$ cat config.mk
export PLATFORM = sky130hd
export DESIGN_NAME = pc_unit_flat
export DESIGN_NICKNAME = d
export VERILOG_FILES = /design/src/rtl/pc_unit_if.sv /design/src/rtl/pc_unit.sv /design/src/flat_wrapper.sv
export SDC_FILE = /design/constraint.sdc
export NUM_CORES = 1
export LEC_CHECK = 0
export CAP_MARGIN = 20
export CORE_MARGIN = 4
export CORE_UTILIZATION = 48
export CTS_BUF_LIST = sky130_fd_sc_hd__clkbuf_2 sky130_fd_sc_hd__clkbuf_4 sky130_fd_sc_hd__clkbuf_8
export CTS_CLUSTER_SIZE = 28
export DETAILED_ROUTE_END_ITERATION = 8
export MAX_ROUTING_LAYER = met4
export PLACE_DENSITY_LB_ADDON = 0.12
export SLEW_MARGIN = 0
export SYNTH_ARGS = -nofsm -noshare
export SYNTH_HDL_FRONTEND = slang
export SYNTH_SLANG_ARGS = --single-unit
$ cat constraint.sdc
create_clock -name CLK -period 3.6 [get_ports CLK]
set_input_delay 0.36 -clock CLK [delete_from_list [all_inputs] [get_ports CLK]]
set_output_delay 0.36 -clock CLK [all_outputs]
set_load 0.02 [all_outputs]
$ cat src/rtl/pc_unit_if.sv
// Control/status bundle between the fetch sequencer and the PC unit.
interface pc_unit_if #(
    parameter int unsigned WIDTH = 32
);
    logic             EN;
    logic             BR_TAKEN;
    logic [WIDTH-1:0] BR_TGT;
    logic             CALL;
    logic             RET;
    logic [WIDTH-1:0] PC;
    logic [WIDTH-1:0] PC_PLUS;
    logic             RAS_EMPTY;
    logic             RAS_FULL;
    logic             RAS_ERR;

    modport master (
        output EN, BR_TAKEN, BR_TGT, CALL, RET,
        input  PC, PC_PLUS, RAS_EMPTY, RAS_FULL, RAS_ERR
    );

    modport slave (
        input  EN, BR_TAKEN, BR_TGT, CALL, RET,
        output PC, PC_PLUS, RAS_EMPTY, RAS_FULL, RAS_ERR
    );
endinterface

$ cat src/rtl/pc_unit.sv
// Program counter with branch/call/return redirection and a circular return-address stack.
module pc_unit #(
    parameter int unsigned      WIDTH     = 32,
    parameter logic [WIDTH-1:0] RESET_VEC = '0,
    parameter int unsigned      STEP      = 4,
    parameter int unsigned      RAS_DEPTH = 4
) (
    input logic      CLK,
    input logic      RST,
    pc_unit_if.slave bus
);
    localparam int unsigned PTR_W = $clog2(RAS_DEPTH);
    localparam int unsigned CNT_W = $clog2(RAS_DEPTH + 1);

    typedef enum logic [2:0] {
        OP_SEQ,
        OP_BRANCH,
        OP_CALL,
        OP_RET,
        OP_ILLEGAL
    } op_e;

    logic [WIDTH-1:0] pc;
    logic [WIDTH-1:0] pc_plus;
    logic [WIDTH-1:0] ras [RAS_DEPTH];
    logic [PTR_W-1:0] sp;
    logic [PTR_W-1:0] sp_prev;
    logic [CNT_W-1:0] count;
    logic             err;
    logic             empty;
    logic             full;
    op_e              op;

    assign pc_plus = pc + WIDTH'(STEP);
    assign sp_prev = sp - PTR_W'(1);
    assign empty   = (count == '0);
    assign full    = (count == CNT_W'(RAS_DEPTH));

    always_comb begin
        op = OP_SEQ;
        if (bus.CALL && bus.RET) op = OP_ILLEGAL;
        else if (bus.RET)        op = OP_RET;
        else if (bus.CALL)       op = OP_CALL;
        else if (bus.BR_TAKEN)   op = OP_BRANCH;
    end

    // sp always points at the next write slot; once full it also points at the
    // oldest entry, so a push on a full stack overwrites it in place.
    always_ff @(posedge CLK or posedge RST) begin
        if (RST) begin
            pc    <= RESET_VEC;
            sp    <= '0;
            count <= '0;
            err   <= 1'b0;
        end else if (bus.EN) begin
            unique case (op)
                OP_ILLEGAL: begin
                    pc  <= pc_plus;
                    err <= 1'b1;
                end
                OP_RET: begin
                    if (empty) begin
                        pc  <= pc_plus;
                        err <= 1'b1;
                    end else begin
                        pc    <= ras[sp_prev];
                        sp    <= sp_prev;
                        count <= count - CNT_W'(1);
                    end
                end
                OP_CALL: begin
                    pc <= bus.BR_TGT;
                    sp <= sp + PTR_W'(1);
                    if (full) err   <= 1'b1;
                    else      count <= count + CNT_W'(1);
                end
                OP_BRANCH: pc <= bus.BR_TGT;
                default:   pc <= pc_plus;
            endcase
        end
    end

    // Entry storage carries no reset; stale contents are unreachable once count is 0.
    always_ff @(posedge CLK) begin
        if (bus.EN && op == OP_CALL) ras[sp] <= pc_plus;
    end

    assign bus.PC        = pc;
    assign bus.PC_PLUS   = pc_plus;
    assign bus.RAS_EMPTY = empty;
    assign bus.RAS_FULL  = full;
    assign bus.RAS_ERR   = err;
endmodule

$ cat src/flat_wrapper.sv
// flat-port wrapper written by rule: the top's interface ports become plain ports
module pc_unit_flat 
#(
    parameter int unsigned      WIDTH     = 32,
    parameter logic [WIDTH-1:0] RESET_VEC = '0,
    parameter int unsigned      STEP      = 4,
    parameter int unsigned      RAS_DEPTH = 4
)
  (CLK, RST, bus_EN, bus_BR_TAKEN, bus_BR_TGT, bus_CALL, bus_RET, bus_PC, bus_PC_PLUS, bus_RAS_EMPTY, bus_RAS_FULL, bus_RAS_ERR);
  pc_unit_if #(.WIDTH(WIDTH)) bus_i ();
  input logic CLK;
  input logic RST;
  input wire logic [$bits(bus_i.EN)-1:0] bus_EN;
  input wire logic [$bits(bus_i.BR_TAKEN)-1:0] bus_BR_TAKEN;
  input wire logic [$bits(bus_i.BR_TGT)-1:0] bus_BR_TGT;
  input wire logic [$bits(bus_i.CALL)-1:0] bus_CALL;
  input wire logic [$bits(bus_i.RET)-1:0] bus_RET;
  output wire logic [$bits(bus_i.PC)-1:0] bus_PC;
  output wire logic [$bits(bus_i.PC_PLUS)-1:0] bus_PC_PLUS;
  output wire logic [$bits(bus_i.RAS_EMPTY)-1:0] bus_RAS_EMPTY;
  output wire logic [$bits(bus_i.RAS_FULL)-1:0] bus_RAS_FULL;
  output wire logic [$bits(bus_i.RAS_ERR)-1:0] bus_RAS_ERR;
  assign bus_i.EN = bus_EN;
  assign bus_i.BR_TAKEN = bus_BR_TAKEN;
  assign bus_i.BR_TGT = bus_BR_TGT;
  assign bus_i.CALL = bus_CALL;
  assign bus_i.RET = bus_RET;
  assign bus_PC = bus_i.PC;
  assign bus_PC_PLUS = bus_i.PC_PLUS;
  assign bus_RAS_EMPTY = bus_i.RAS_EMPTY;
  assign bus_RAS_FULL = bus_i.RAS_FULL;
  assign bus_RAS_ERR = bus_i.RAS_ERR;
  pc_unit #(.WIDTH(WIDTH), .RESET_VEC(RESET_VEC), .STEP(STEP), .RAS_DEPTH(RAS_DEPTH)) u_core (.CLK(CLK), .RST(RST), .bus(bus_i));
endmodule
### Word-level counts from Yosys, hierarchy flattened

Memories as Yosys holds them, arrays and structs flattened.
Cells that the tools add are included.

| storage, ports and cells | value |
|---|---|
| bits in writable memories | 128 |
| memories kept | 1 |
| input bits | 38 |
| word-level logic and storage cells | 44 |
| flip-flop bits (word level) | 38 |
| output and inout bits | 67 |

Memories:

| name | words | bits a word | rd ports | clocked after Yosys merged registers in | write ports | RTL line | source |
|---|---|---|---|---|---|---|---|
| u_core.ras | 4 | 32 | 1 | 0 | 1 | pc_unit.sv:25 | `logic [WIDTH-1:0] ras [RAS_DEPTH];` |

| operators by class | value |
|---|---|
| reductions and logical operators | 9 |
| add/subtract/negate cells | 5 |
| mux-type cells | 16 |
| equality and inequality tests | 9 |

Operator list:

| cell | number |
|---|---|
| case mux 32 bit (2 select lines) | 1 |
| adder 32 x 3 -> 32 bit, second input constant | 1 |
| two-way mux 32 bit | 1 |
| two-way mux 3 bit | 5 |
| inequality test 2 bit, second input constant | 4 |
| AND reduction 4 bit | 2 |
| equality test 3 x 2 -> 1 bit, second input constant | 2 |
| equality test 3 bit, second input constant | 2 |
| case mux 3 bit (2 select lines) | 1 |
| two-way mux 1 bit | 5 |
| case mux 2 bit (2 select lines) | 1 |
| adder 3 x 1 -> 3 bit, second input constant | 1 |
| equality test 3 x 1 -> 1 bit, second input constant | 1 |
| logical NOT 3 bit | 1 |
| case mux 1 bit (3 select lines) | 1 |
| AND reduction 3 bit | 1 |
| nonzero test 3 bit | 1 |
| subtractor 3 x 1 -> 3 bit, second input constant | 1 |
| adder 2 x 1 -> 2 bit, second input constant | 1 |
| logical AND 1 bit | 2 |
| two-way mux 2 bit | 1 |
| nonzero test 2 bit | 1 |
| OR reduction 2 bit | 1 |
| subtractor 2 x 1 -> 2 bit, second input constant | 1 |

### Longest topological paths before layout

| logic depth | value |
|---|---|
| word-level depth | 8 |
| mapped depth | 11 |

### Worst setup path after synthesis

No wires, ideal clock.

| path | value |
|---|---|
| path kind | reg2reg |
| start | reg u_core.sp[0] |
| end | reg u_core.pc[5] (netlist: u_core.bus.PC[5]) |
| data required time | 3476 ps |
| period minus slack after synthesis | 3131 ps |
| arrival time | 3007 ps |
| path slack | 469 ps |
| stages on the path, launching flop included | 12 |
| library setup time | 124 ps |
| cell sequence | dfrtp_1 > buf_2 > buf_2 > buf_2 > inv_1 > ha_1 > clkbuf_1 > clkbuf_1 > mux4_2 > a22oi_1 > o22ai_1 > a211o_1 |

| between the ends | value |
|---|---|
| word-level cells in the longest chain between the ends | 4 |

RTL lines:

| item | RTL line | source |
|---|---|---|
| start, declared | pc_unit.sv:26 | `logic [PTR_W-1:0] sp;` |
| start signal, assigned | pc_unit.sv:67 | `sp <= sp_prev;` |
| start signal, assigned | pc_unit.sv:73 | `sp <= sp + PTR_W'(1);` |
| subtractor 2 x 1 -> 2 bit | pc_unit.sv:35 | `assign sp_prev = sp - PTR_W'(1);` |
| memory read (4 x 32 bit) | -- |  |
| two-way mux 32 bit | pc_unit.sv:62 | `if (empty) begin` |
| case mux 32 bit (2 select lines) | pc_unit.sv:56 | `unique case (op)` |
| end signal, assigned | pc_unit.sv:58 | `pc <= pc_plus;` |
| end signal, assigned | pc_unit.sv:63 | `pc <= pc_plus;` |
| end signal, assigned | pc_unit.sv:66 | `pc <= ras[sp_prev];` |
| end, declared | pc_unit.sv:23 | `logic [WIDTH-1:0] pc;` |

No other way between the ends.
A chain may end at the register's enable or synchronous reset.

### Worst setup path after layout

| path | value |
|---|---|
| start | reg u_core.pc[4] (netlist: u_core.bus.PC[4]) |
| end | out bus_PC_PLUS[21] |

| between the ends | value |
|---|---|
| word-level cells in the longest chain between the ends | 1 |

RTL lines:

| item | RTL line | source |
|---|---|---|
| adder 32 x 3 -> 32 bit | pc_unit.sv:34 | `assign pc_plus = pc + WIDTH'(STEP);` |
| end, declared | flat_wrapper.sv:19 | `output wire logic [$bits(bus_i.PC_PLUS)-1:0] bus_PC_PLUS;` |

No other way between the ends.

==> results.cfg <==
[synth]
synthCells = 524
synth_cell_type_count = 58
synthesis.nets = 570
ys.warnings.count = 0
synthSimpleGateAreaFrac_pct = 8.19
synth_fa_ha_area_share_pct = 1.40
syn-cell-area_sq_mm = 0.00766
synth_xor_area_share_pct = 3.54
post_synth_mux_area_share_pct = 9.83
synth_top_family_by_area = compound AO/OA/AOI/OAI gates
synth_edf_count = 128
syn_area_per_cell_sq_um = 14.6
synth_compound_area_share_pct = 11.3
synth_seq_area_share_pct = 62.6
ys.flop_type = edfxtp_1
synthArstFlopShare_pct = 22.9
ys_ff_latch = 166

[timing]
tightest_slew_ps = 799
fin_hold_ws_ps = 354
relSlewSlack_pct = 46.8
grt_setup_unrepaired = yes
setup_viol = 0
tns_ps = 0
finalCritPeriodShare_pct = 95.2
period_minus_slack_ps = 3430
max_freq_ghz = 0.292
finalHoldViolCount = 0
skew_ps = 9.14
finalMaxSlewViolations = 0

[power]
p_sw_uw = 2450
p_comb_share_pct = 39.2
netSwitchingFraction_pct = 35.5
peakVddDrop_uv = 361
p_int_uw = 4450
power_density_mw_per_mm2 = 726
seqPwrFrac_pct = 40.1
power.leakage_uw = 0.00336
clockPowerShare_pct = 20.7

[detailed_routing]
routed_via_density = 5.96
drtPass1Iterations = 5
wirelength_um = 19100
final_antenna_net_count = 0
wl_per_cell_um = 22.2
drc = 0
drtIter0Drc = 524
vias = 5129

[layout]
seqCellArea_sq_mm = 0.00480
drive_above_1_share_pct = 18.2
areaGrowthSynthToFinish_pct = 24.1
nNetsFinal = 682
fillers = 1215
instances_no_fill = 860
num_antenna_cells = 0
multi_input_area_sq_mm = 0.00271

[global_routing]
grt_max_degree = 39
grt_pass1_vias = 5124
antenna_found_initial = 0
grt_pass1_wl_um = 29700
grt.total_usage_pct = 22.4
grt-ovfl-total = 0

[placed_design]
globalplace.congestion = 0.901
dp_cells = 823
portBuffers = 104
dp.final_hpwl_um = 13000

[clock_network]
path_clk_slew_ps = 90
root_buffer = clkbuf_8
clock_sinks = 166
cts-htree-levels = 4
ctsHoldBuffers = 0
cts_tree = built
cts_inserted_buffers = 17
clockBufferDepth = 2
clk_latency_ps = 450

[setup_path]
cpMaxStageDelayCell = clkdlybuf4s50_1
cp.required_ps = 3240
worstPathArrival_ps = 3070
r2r-start = u_core.bus.PC[2]
cp-start-kind = register
critPathMaxStageDelay_ps = 660
crit_chain = nand3_1 > or2_2 > nor4_1 > buf_4 > xor2_2 > clkdlybuf4s50_1
startpoint = u_core.bus.PC[4]
path_max_fanout = 8
critPathCaptureType = primary output
critPathKind = reg2out

[outcome]
status = finished, final reports clean

[floorplan]
die_area_sq_mm = 0.0181
num_rows = 45
die_w_um = 134
core_area_sq_mm = 0.0154
start_util_pct = 49.7
io_pins = 105
die_h_um = 134

[flow_run]
cap_violations = 0

[worst_hold_path]
hp-class = in2async
[path summary, 6_finish.rpt]
path | endpoint | slack, ps | cells past startpoint
min in group CLK | u_core.bus.PC[13] | 460 | 2
max in group asynchronous | u_core.sp[0] | 2820 | 3
setup reg to reg | u_core.bus.PC[28] | 1180 | 6
hold reg to reg | u_core.bus.RAS_ERR | 490 | 1
hold / removal | u_core.bus.PC[31] | 350 | 3
setup / recovery | bus_PC_PLUS[21] | 170 | 6
[power by group through the flow]
stage / sequential [uW] / combinational [uW] / clock (uW)
after global placement: 2770 / 2680 / 0
after floorplan: 2840 / 1610 / 0
after detailed placement: 2800 / 2690 / 0
after global routing: 2810 / 2890 / 1540
after CTS: 2760 / 2710 / 1460
final: 2770 / 2700 / 1430
[per-layer routing]
layer  vias to the layer above  GRT usage, %  routed length [um]
li1                       2292             -                   -
met1                      2594          30.8                8280
met2                       221          34.2                9190
met3                        22          4.05                1230
met4                         0          7.30                 369
met5                         -             -                   0
[synth_stat cells (all sizes together), types with 3 or more instances]
library cell	n	share of area [%]
and4	3	0.36
a21o	6	0.59
o31a	4	0.46
mux4	32	9.4
xor2	11	1.3
a22oi	20	2.0
nand3	12	0.78
o21ai	17	1.1
buf	15	1.1
edfxtp	128	50
o31ai	8	0.78
a221o	5	0.65
clkbuf	22	1.1
dfrtp	38	12
inv	20	0.98
a21oi	17	1.1
nor4	10	1.4
nor3	10	0.72
o22ai	5	0.41
nor2b	3	0.24
nand4	11	1.2
a22o	15	1.7
xnor2	20	2.3
nor2	16	0.78
and3	7	0.57
o41ai	4	0.46
ha	7	1.1
nand2	27	1.3
a222oi	6	0.78
a31oi	3	0.24
[worst max-delay path, delay by kind of cell, from the launching register on]
family	cells	cell delay, ps
simple gates	3	990
flops	1	510
xor+xnor	1	270
buf+inv	2	850
[layout by cell type (no fill, tap or decap), types with 7 or more instances in the layout]
| cell | count |
|---|---|
| a22oi_1 | 20 |
| and3_1 | 7 |
| xnor2_1 | 18 |
| nor2_1 | 16 |
| mux4_2 | 32 |
| inv_1 | 19 |
| buf_4 | 26 |
| clkdlybuf4s50_1 | 99 |
| nand4_1 | 9 |
| a22o_1 | 15 |
| nand3_1 | 12 |
| clkbuf_8 | 19 |
| nand2_1 | 27 |
| o31ai_1 | 8 |
| dfrtp_1 | 37 |
| edfxtp_1 | 128 |
| o21ai_0 | 15 |
| nor3_1 | 8 |
| a21oi_1 | 17 |
[flip-flops by register name, indices dropped and copies added, names as in the netlist]
signal	flops
u_core.bus.RAS_ERR	1
u_core.ras	128
u_core.count	3
u_core.sp	2
u_core.bus.PC	32
[cell families (layout without fill, tap and decap cells)]
logic type | count (synthesis) | in the layout
AOI/OAI and AO/OA | 119 | 119
xor gates and xnor gates | 31 | 31
adders and majority gates | 8 | 8
buffers and inverters | 57 | 182
DFF | 166 | 166
muxes | 35 | 35
and+or+nand+nor | 108 | 108
[timing repair]
| item | 4_1_cts | 5_1_grt |
|---|---|---|
| pin swaps | 2 | 2 |
| endpoints found under the setup margin | 8 | 12 |
| setup buffers | 1 | 4 |
| cloned | 0 | 0 |
| gates resized for setup | 6 | 9 |
[stage by stage]
stage / utilization [%] / power, uW / worst slack, ps / cell area, sq um
floorplan: - / 4450 / 469 / 7660
global placement: 58.1 / 5450 / 410 / 8960
detailed placement: 58.1 / 5490 / 300 / 8960
CTS: 61.1 / 6930 / 2.03 / 9420
global route: 61.6 / 7240 / -52.3 / 9510
finish: 61.6 / 6900 / 174 / 9510
[area by class of cell]
type	count	area share [%]
Clock buffer	19	2.75
Multi-Input combinational cell	301	28.5
Sequential cell	166	50.4
Inverter	20	0.789
Tap cell	211	2.78
Timing Repair Buffer	130	13.0
Clock inverter	13	1.80
(Power assumes the default switching activity.)
